--- src/rtl/wb_slave_mem_if.sv ---
// Wishbone B4 classic-cycle bus bundle between one master and wb_slave_mem.
//   cyc_i, stb_i, we_i        : cycle, strobe, write enable (master -> slave)
//   adr_i [ADDR_WIDTH]        : word address                (master -> slave)
//   dat_i [DATA_WIDTH]        : write data                  (master -> slave)
//   sel_i [DATA_WIDTH/8]      : write byte enables          (master -> slave)
//   dat_o [DATA_WIDTH]        : read data                   (slave -> master)
//   ack_o, err_o              : normal / error termination  (slave -> master)
// Signal names are taken from the slave's point of view.
interface wb_slave_mem_if #(
    parameter int ADDR_WIDTH = 4,
    parameter int DATA_WIDTH = 32
) ();
    logic                    cyc_i;
    logic                    stb_i;
    logic                    we_i;
    logic [ADDR_WIDTH-1:0]   adr_i;
    logic [DATA_WIDTH-1:0]   dat_i;
    logic [DATA_WIDTH/8-1:0] sel_i;
    logic [DATA_WIDTH-1:0]   dat_o;
    logic                    ack_o;
    logic                    err_o;

    modport master (
        output cyc_i, stb_i, we_i, adr_i, dat_i, sel_i,
        input  dat_o, ack_o, err_o
    );

    modport slave (
        input  cyc_i, stb_i, we_i, adr_i, dat_i, sel_i,
        output dat_o, ack_o, err_o
    );
endinterface

--- src/rtl/wb_slave_mem.sv ---
// Wishbone B4 classic-cycle slave backed by a small word-addressed register
// memory. Each accepted strobe is answered after WAIT_STATES idle cycles by a
// single-cycle ack_o (address < DEPTH) or err_o (address >= DEPTH).
// Ports:
//   clk_i    : sole clock, rising edge
//   rst_n_i  : asynchronous active-low reset
//   bus      : wb_slave_mem_if.slave (cyc/stb/we/adr/dat/sel in, dat/ack/err out)
//
// state | meaning
// ------+-------------------------------------------------------------
// IDLE  | waiting for cyc_i & stb_i; request latched on acceptance
// WAIT  | counting down wait states; cyc_i low aborts the transfer
// RESP  | ack_o or err_o high for this one cycle; requests not sampled
module wb_slave_mem #(
    parameter int ADDR_WIDTH  = 4,
    parameter int DATA_WIDTH  = 32,
    parameter int DEPTH       = 12,
    parameter int WAIT_STATES = 2
) (
    input  logic              clk_i,
    input  logic              rst_n_i,
    wb_slave_mem_if.slave     bus
);
    localparam int SEL_W = DATA_WIDTH / 8;
    localparam int CNT_W = (WAIT_STATES > 0) ? $clog2(WAIT_STATES + 1) : 1;

    typedef enum logic [1:0] {
        IDLE = 2'd0,
        WAIT = 2'd1,
        RESP = 2'd2
    } state_t;

    state_t                  state, state_nx;
    logic [CNT_W-1:0]        cnt, cnt_nx;

    logic                    lat_ld;
    logic                    lat_we;
    logic [ADDR_WIDTH-1:0]   lat_adr;
    logic [DATA_WIDTH-1:0]   lat_dat;
    logic [SEL_W-1:0]        lat_sel;

    // With zero wait states the response edge is the acceptance edge, so the
    // live bus values must be used there; otherwise the latched copy is.
    logic                    cur_we;
    logic [ADDR_WIDTH-1:0]   cur_adr;
    logic [DATA_WIDTH-1:0]   cur_dat;
    logic [SEL_W-1:0]        cur_sel;
    logic                    in_range;

    logic                    enter_resp;
    logic                    mem_we;
    logic                    rd_en;
    logic                    ack_nx;
    logic                    err_nx;

    logic [DATA_WIDTH-1:0]   mem [DEPTH];

    assign cur_we   = (state == IDLE) ? bus.we_i  : lat_we;
    assign cur_adr  = (state == IDLE) ? bus.adr_i : lat_adr;
    assign cur_dat  = (state == IDLE) ? bus.dat_i : lat_dat;
    assign cur_sel  = (state == IDLE) ? bus.sel_i : lat_sel;
    assign in_range = (32'(cur_adr) < 32'(DEPTH));

    always_ff @(posedge clk_i or negedge rst_n_i) begin
        if (!rst_n_i) begin
            state <= IDLE;
            cnt   <= '0;
        end else begin
            state <= state_nx;
            cnt   <= cnt_nx;
        end
    end

    always_comb begin
        state_nx   = state;
        cnt_nx     = cnt;
        lat_ld     = 1'b0;
        enter_resp = 1'b0;
        case (state)
            IDLE: begin
                if (bus.cyc_i && bus.stb_i) begin
                    lat_ld = 1'b1;
                    cnt_nx = CNT_W'(WAIT_STATES);
                    if (WAIT_STATES == 0) begin
                        state_nx   = RESP;
                        enter_resp = 1'b1;
                    end else begin
                        state_nx = WAIT;
                    end
                end
            end
            WAIT: begin
                if (!bus.cyc_i) begin
                    state_nx = IDLE;
                    cnt_nx   = '0;
                end else begin
                    cnt_nx = cnt - 1'b1;
                    if (cnt == CNT_W'(1)) begin
                        state_nx   = RESP;
                        enter_resp = 1'b1;
                    end
                end
            end
            RESP: begin
                state_nx = IDLE;
            end
            default: begin
                state_nx = IDLE;
                cnt_nx   = '0;
            end
        endcase
        mem_we = enter_resp &  in_range &  cur_we;
        rd_en  = enter_resp &  in_range & ~cur_we;
        ack_nx = enter_resp &  in_range;
        err_nx = enter_resp & ~in_range;
    end

    always_ff @(posedge clk_i or negedge rst_n_i) begin
        if (!rst_n_i) begin
            lat_we  <= 1'b0;
            lat_adr <= '0;
            lat_dat <= '0;
            lat_sel <= '0;
        end else if (lat_ld) begin
            lat_we  <= bus.we_i;
            lat_adr <= bus.adr_i;
            lat_dat <= bus.dat_i;
            lat_sel <= bus.sel_i;
        end
    end

    always_ff @(posedge clk_i or negedge rst_n_i) begin
        if (!rst_n_i) begin
            for (int w = 0; w < DEPTH; w++) begin
                mem[w] <= '0;
            end
        end else if (mem_we) begin
            for (int w = 0; w < DEPTH; w++) begin
                if (cur_adr == ADDR_WIDTH'(w)) begin
                    for (int b = 0; b < SEL_W; b++) begin
                        if (cur_sel[b]) begin
                            mem[w][8*b +: 8] <= cur_dat[8*b +: 8];
                        end
                    end
                end
            end
        end
    end

    always_ff @(posedge clk_i or negedge rst_n_i) begin
        if (!rst_n_i) begin
            bus.ack_o <= 1'b0;
            bus.err_o <= 1'b0;
            bus.dat_o <= '0;
        end else begin
            bus.ack_o <= ack_nx;
            bus.err_o <= err_nx;
            if (rd_en) begin
                bus.dat_o <= mem[cur_adr];
            end
        end
    end
endmodule

--- src/flat_wrapper.sv ---
// flat-port wrapper written by rule: the top's interface ports become plain ports
module wb_slave_mem_flat 
#(
    parameter int ADDR_WIDTH  = 4,
    parameter int DATA_WIDTH  = 32,
    parameter int DEPTH       = 12,
    parameter int WAIT_STATES = 2
)
  (clk_i, rst_n_i, bus_cyc_i, bus_stb_i, bus_we_i, bus_adr_i, bus_dat_i, bus_sel_i, bus_dat_o, bus_ack_o, bus_err_o);
  wb_slave_mem_if #(.ADDR_WIDTH(ADDR_WIDTH), .DATA_WIDTH(DATA_WIDTH)) bus_i ();
  input  logic clk_i;
  input  logic rst_n_i;
  input wire logic [$bits(bus_i.cyc_i)-1:0] bus_cyc_i;
  input wire logic [$bits(bus_i.stb_i)-1:0] bus_stb_i;
  input wire logic [$bits(bus_i.we_i)-1:0] bus_we_i;
  input wire logic [$bits(bus_i.adr_i)-1:0] bus_adr_i;
  input wire logic [$bits(bus_i.dat_i)-1:0] bus_dat_i;
  input wire logic [$bits(bus_i.sel_i)-1:0] bus_sel_i;
  output wire logic [$bits(bus_i.dat_o)-1:0] bus_dat_o;
  output wire logic [$bits(bus_i.ack_o)-1:0] bus_ack_o;
  output wire logic [$bits(bus_i.err_o)-1:0] bus_err_o;
  assign bus_i.cyc_i = bus_cyc_i;
  assign bus_i.stb_i = bus_stb_i;
  assign bus_i.we_i = bus_we_i;
  assign bus_i.adr_i = bus_adr_i;
  assign bus_i.dat_i = bus_dat_i;
  assign bus_i.sel_i = bus_sel_i;
  assign bus_dat_o = bus_i.dat_o;
  assign bus_ack_o = bus_i.ack_o;
  assign bus_err_o = bus_i.err_o;
  wb_slave_mem #(.ADDR_WIDTH(ADDR_WIDTH), .DATA_WIDTH(DATA_WIDTH), .DEPTH(DEPTH), .WAIT_STATES(WAIT_STATES)) u_core (.clk_i(clk_i), .rst_n_i(rst_n_i), .bus(bus_i));
endmodule
--- config.mk ---
export PLATFORM = sky130hd
export DESIGN_NAME = wb_slave_mem_flat
export DESIGN_NICKNAME = d
export VERILOG_FILES = /design/src/rtl/wb_slave_mem_if.sv /design/src/rtl/wb_slave_mem.sv /design/src/flat_wrapper.sv
export SDC_FILE = /design/constraint.sdc
export NUM_CORES = 1
export LEC_CHECK = 0
export ABC_CLOCK_PERIOD_IN_PS = 2700
export BUFFER_PORTS_ARGS = -buffer_cell sky130_fd_sc_hd__clkbuf_2
export CORE_ASPECT_RATIO = 0.7
export CORE_UTILIZATION = 40
export CTS_BUF_LIST = sky130_fd_sc_hd__clkbuf_4 sky130_fd_sc_hd__clkbuf_8
export CTS_CLUSTER_SIZE = 28
export DETAILED_ROUTE_END_ITERATION = 16
export GPL_TIMING_DRIVEN = 1
export SLEW_MARGIN = 25
export SYNTH_ARGS = -nofsm -noshare
export SYNTH_HDL_FRONTEND = slang
export SYNTH_SLANG_ARGS = --single-unit
--- constraint.sdc ---
create_clock -name clk_i -period 2.7 [get_ports clk_i]
set_clock_uncertainty 0.2 [all_clocks]
set_input_delay 0.81 -clock clk_i [delete_from_list [all_inputs] [get_ports clk_i]]
set_output_delay 0.81 -clock clk_i [all_outputs]
set_load 0.01 [all_outputs]
Word level (Yosys, flattened, before mapping)
Cells that the tools add are included.

storage, ports and cells
  register bits = 463
  memories = 0
  word-level logic and storage cells = 156
  input port bits = 45
  RAM bits = 0
  memory bits (read-only) = 0
  latch bits = 0

cells by class
  divide/modulo/power cells = 0
  $lt $le $gt $ge = 2
  bitwise logic cells = 8
  add/subtract/negate cells = 1
  equality and inequality tests = 16
  multipliers = 0
  reductions and logical operators = 53
  mux-type cells = 19
  shift operators = 0

operators with widths
  operator                                                         count
  3-bit AND reduction                                              48
  32-bit binary-select mux with 4-bit select                       1
  32-bit two-way mux                                               3
  4-bit by 3-bit == test with 1-bit output, second input constant  4
  4-bit == test, second input constant                             4
  2-bit two-way mux                                                5
  4-bit by 2-bit == test with 1-bit output, second input constant  2
  4-bit two-way mux                                                2
  1-bit two-way mux                                                6
  2-bit case mux with 3 select lines                               1
  5-bit greater-or-equal comparator, second input constant         1
  4-bit inverter with 5-bit output                                 1
  1-bit AND                                                        4
  2-bit by 1-bit == test with 1-bit output, second input constant  2
  4-bit by 1-bit == test with 1-bit output, second input constant  1
  4-bit logical NOT                                                1
  4-bit less-than comparator, second input constant                1
  2-bit case mux with 2 select lines                               1
  2-bit AND reduction                                              2
  3-bit by 2-bit != test with 1-bit output, second input constant  1
  1-bit inverter                                                   3
  2-bit == test, second input constant                             1
  2-bit logical NOT                                                1
  2-bit != test, second input constant                             1
  other kinds (2)                                                  2

Depth between registers and ports, before layout
  depth after elaboration = 7
  mapped depth = 11

Worst setup path after synthesis
OpenSTA, ideal clock, no wires.

  kind = input to register
  start point = input bus_adr_i[0]
  end point = register u_core.mem[245] in the netlist's numbering
  cell stages on the path = 8
  arrival time = 2.453 ns
  setup slack = -0.030 ns
  setup time = 0.077 ns
  path buffers = 2
  required time = 2.423 ns
  cell sequence = or4_1 -> o31a_1 -> nor4_1 -> nor2b_1 -> buf_4 -> buf_4 -> nor2_1 -> a21oi_1

between the ends
  word-level cells in the longest chain between the ends = 5
  elaborated cells between the ends (all ways) = 6

RTL lines
  element                                 RTL line             RTL
  start: declaration                      flat_wrapper.sv:16   input wire logic [$bits(bus_i.adr_i)-1:0] bus_adr_i;
  4-bit two-way mux *                     wb_slave_mem.sv:59   assign cur_adr = (state == IDLE) ? bus.adr_i : lat_adr;
  4-bit less-than comparator              wb_slave_mem.sv:62   assign in_range = (32'(cur_adr) < 32'(DEPTH));
  1-bit AND (2 in a row)                  wb_slave_mem.sv:112  mem_we = enter_resp & in_range & cur_we;
  3-bit AND reduction (no source line) *  -
  end signal: indexed assignment          wb_slave_mem.sv:142  mem[w][8*b +: 8] <= cur_dat[8*b +: 8];
  end: declaration                        wb_slave_mem.sv:56   logic [DATA_WIDTH-1:0] mem [DEPTH];

Every way passes the cells marked *; elsewhere a longest branch is shown, timed or not.
A chain may end at the register's enable or synchronous reset.

Worst setup path in the final report
  start point = register u_core.state[0]
  end point = register u_core.bus.dat_o[17]

between the ends
  word-level cells in the longest chain between the ends = 6
  elaborated cells between the ends (all ways) = 13

RTL lines
  element                                                 RTL line                                RTL
  start: declaration                                      wb_slave_mem.sv:33                      state_t state, state_nx;
  start signal: assignment                                wb_slave_mem.sv:69                      state <= state_nx;
  2-bit logical NOT                                       wb_slave_mem.sv:58, wb_slave_mem.sv:59
  4-bit two-way mux                                       wb_slave_mem.sv:59
  4-bit inverter with 5-bit output (not written as such)  wb_slave_mem.sv:159                     bus.dat_o <= mem[cur_adr];
  32-bit binary-select mux with 4-bit select              wb_slave_mem.sv:159
  32-bit two-way mux (not written as such) (2 in a row)   wb_slave_mem.sv:159
  end signal: assignment                                  wb_slave_mem.sv:159
  end: declaration                                        wb_slave_mem_if.sv:30                   output dat_o, ack_o, err_o

Parallel ways exist; a longest one is shown, timed or not. The select of a mux whose other input is x is not followed.

==> flow_metrics.py <==
metrics = {
    "outcome": {
        "outcome": "completed",
    },
    "layout": {
        "fill_cells": 4542,
        "nets": 2232,
        "layout-drive-gt1-share": 0.230,
        "areaGrowthSynthToFinish_pct": 20.4,
        "n_antenna_cell": 0,
        "finalNonFillerCells": 2904,
        "postLayoutCoreUtil": 0.494,
    },
    "pwr": {
        "p_int_mw": 12.1,
        "p_clk_frac": 0.370,
        "powerDensity_nw_per_um2": 695,
        "pwr-share-comb": 0.174,
        "swShare": 0.291,
        "p_sw_mw": 4.97,
        "pwr-share-seq": 0.456,
        "p_leak_nw": 11.3,
        "totalPowerFinal_mw": 17.1,
        "ir_drop_mv": 0.403,
    },
    "clock_tree": {
        "cts_tree": "yes",
        "clock-sinks": 463,
        "clk_pin_slew_ns": 0.07,
        "h-tree-depth": 3,
        "cts_root_buffer": "clkbuf_8",
        "cts_buffers": 73,
        "cts_buffer_depth": 3,
        "insertion_delay_ns": 0.63,
    },
    "sta": {
        "tightest_slew_ns": 0.841,
        "finalHoldViolations": 0,
        "min_period_over_period": 0.978,
        "rsz0062_at_grt": "yes",
        "fin_tns_setup_ns": 0,
        "period_minus_slack_ns": 2.64,
        "max_freq_mhz": 379,
        "relSlewSlack": 0.439,
        "setup_viol": 0,
        "setup_ws_ns": 0.0586,
        "drv_slew": 0,
    },
    "floorplan": {
        "die_h_microns": 191,
        "num_rows": 68,
        "placeableCoreArea_sq_um": 49900,
        "start_util": 0.410,
        "ios": 79,
        "die-area_sq_um": 52000,
        "die_w_microns": 272,
    },
    "place": {
        "gp_congestion": 0.825,
        "io_buffers": 78,
        "dp_cells": 2772,
        "dpl.hpwl_microns": 37000,
        "pre_cts_slack_ns": -0.443,
    },
    "synth": {
        "netlist.area_leader.share": 0.567,
        "synth_edf_count": 0,
        "seq_area_frac_synth": 0.567,
        "synthArstFlopShare": 1.00,
        "synth.net_count": 2061,
        "dominantRegCellSynth": "dfrtp_1",
        "syn_area_per_cell_sq_um": 10.1,
        "synth_cell_types": 47,
        "netlist_area_sq_um": 20400,
        "yosysTopAreaCell": "dfrtp_1",
        "ys_ff_latch": 463,
        "netlist_instances": 2015,
        "synth_area_leaders": "dfrtp_1, a21oi_1, nor2_1",
        "ys_top_cells_by_count": "a21oi_1, dfrtp_1, nor2_1, a22oi_1, clkbuf_1",
        "yosysWarnings": 0,
        "yosys.cell_count.top_type": "a21oi_1",
    },
    "min_path": {
        "hold_class": "input pin to flop",
        "min_path_cells": 2,
    },
    "worst_setup_path": {
        "path_cells": "or2_1 > mux2_4 > buf_12 > mux2i_1 > a221oi_1 > buf_4 > nor3_1 > a21oi_1",
        "path_max_fanout": 32,
        "crit_start": "u_core.state[0]",
        "crit_arrival_ns": 2.98,
        "ff2ff_path_depth": 8,
        "cp-endpoint": "u_core.bus.dat_o[17]",
        "rr_startpoint": "u_core.state[0]",
        "reg2reg_slack_ns": 0.06,
        "reg2reg_to": "u_core.bus.dat_o[17]",
        "crit_buf_inv": 2,
        "cp.required_ns": 3.04,
        "crit_family": "compound AO/OA/AOI/OAI gates",
        "slowest_delay_ns": 0.46,
        "end_kind": "flop",
        "critPathSlowestCell": "dfrtp_2",
        "critPathKind": "flop to flop",
        "critPathLaunchType": "flop",
        "cp.depth": 8,
    },
    "global_route": {
        "grtUsageTotal": 0.215,
        "grt-ovfl-total": 0,
        "antenna_found_initial": 2,
        "grt_pass1_vias": 15500,
        "grt_pass1_wl_microns": 87500,
        "grt_max_degree": 94,
    },
    "drt": {
        "ant_nets": 0,
        "viasPerCell": 5.47,
        "avgRoutedWirePerCell_microns": 19.2,
        "drc": 0,
        "first_iter_violations": 1322,
        "wl_microns": 55600,
        "drt_first_pass_iters": 6,
        "vias": 15900,
    },
    "run": {
        "maxCapViolCount": 0,
    },
}
==> worst min-delay path by stage <==
stage	startpoint	endpoint	slack, ns
2_1_floorplan	u_core.lat_dat[31]	u_core.lat_dat[31]	0.28
3_3_place_gp	u_core.lat_dat[12]	u_core.lat_dat[12]	0.29
3_5_place_dp	u_core.lat_dat[26]	u_core.lat_dat[26]	0.29
4_1_cts	bus_dat_i[5]	u_core.lat_dat[5]	0.20
5_1_grt	bus_dat_i[21]	u_core.lat_dat[21]	0.22
6_report	bus_dat_i[19]	u_core.lat_dat[19]	0.23
==> sequential cells by signal, indices dropped and copies added (netlist names) <==
name and count:
u_core.bus.ack_o 1, u_core.bus.dat_o 32, u_core.bus.err_o 1, u_core.cnt 2, u_core.lat_adr 4, u_core.lat_dat 32, u_core.lat_sel 4, u_core.lat_we 1
u_core.mem 384, u_core.state 2
==> worst register-to-register path, cell delays in order, from the launching register on <==
cell	delay, ns
dfrtp_2	0.46
or2_1	0.33
mux2_4	0.39
buf_12	0.20
mux2i_1	0.16
a221oi_1	0.46
buf_4	0.18
nor3_1	0.04
a21oi_1	0.13
==> layout by cell type (no fill, tap or decap), drive strengths merged, types with 2 or more instances in the layout <==
master,netlist,layout
nor2,419,419
inv,4,5
nand2,39,39
mux2,41,41
and2b,2,2
nor4b,2,2
clkinvlp,0,2
nand3b,2,2
a21oi,513,513
nand2b,2,2
or3,2,3
clkbuf,88,195
a31oi,3,3
nor2b,23,23
clkinv,0,7
a22oi,128,128
or4b,2,2
o21ai,6,6
a221oi,32,32
o21a,3,3
nor3,56,56
buf,96,200
nor4,7,7
dfrtp,463,463
mux2i,70,70
==> per-stage QoR <==
| step | hold slack (ns) | instance area (sq um) |
|---|---|---|
| 2_1_floorplan | 0.280 | 20400 |
| 3_3_place_gp | 0.288 | 22900 |
| 3_5_place_dp | 0.295 | 22900 |
| 4_1_cts | 0.198 | 24500 |
| 5_1_grt | 0.216 | 24600 |
| 6_report | 0.232 | 24600 |
==> routing by layer <==
layer  GRT usage  up-vias  wire (microns)  part of all wire
met1       0.328     7903           27100              0.49
met3      0.0397       73            3500             0.063
met5           0        -              11           0.00020
met2       0.315      480           24100              0.43
met4      0.0523        2             893             0.016
li1            -     7435               -                 -
==> timing repair <==
item                                    in CTS  in global routing
resized for setup                            0                 22
endpoints found under the setup margin       0                222
hold buffers                                 1                  0
hold endpoints to repair                    24                  0
buffers inserted                             0                  1
==> cells by family (layout without fill, tap and decap cells) <==
family | after synthesis | in the layout | share of synthesized area
AO/OA/AOI/OAI | 689 | 689 | 0.194
adder cells (fa/ha/maj) | 1 | 1 | 0.000612
buffers and inverters | 188 | 411 | 0.0517
flip-flops | 463 | 463 | 0.567
multiplexers | 111 | 111 | 0.0571
AND/OR/NAND/NOR | 563 | 564 | 0.129
==> final cells by class <==
class                           count  area, sq um  share of cell area
Timing Repair Buffer              279         2620               0.107
Clock buffer                      117         1470              0.0596
Inverter                            4         15.0            0.000610
Sequential cell                   463        11600               0.471
Multi-Input combinational cell   1365         8000               0.325
Clock inverter                     11         88.8             0.00361
Tap cell                          665          832              0.0338
==> power groups by stage <==
| stage | Combinational, mW | Clock [mW] | Sequential [mW] |
|---|---|---|---|
| after floorplan | 1.47 | 0 | 7.92 |
| after global placement | 2.90 | 0 | 7.90 |
| after detailed placement | 2.95 | 0 | 7.92 |
| after CTS | 2.96 | 6.46 | 7.80 |
| after global routing | 3.23 | 6.77 | 7.86 |
| final | 2.98 | 6.32 | 7.80 |
Note: power is estimated with default switching activity, not from simulation.
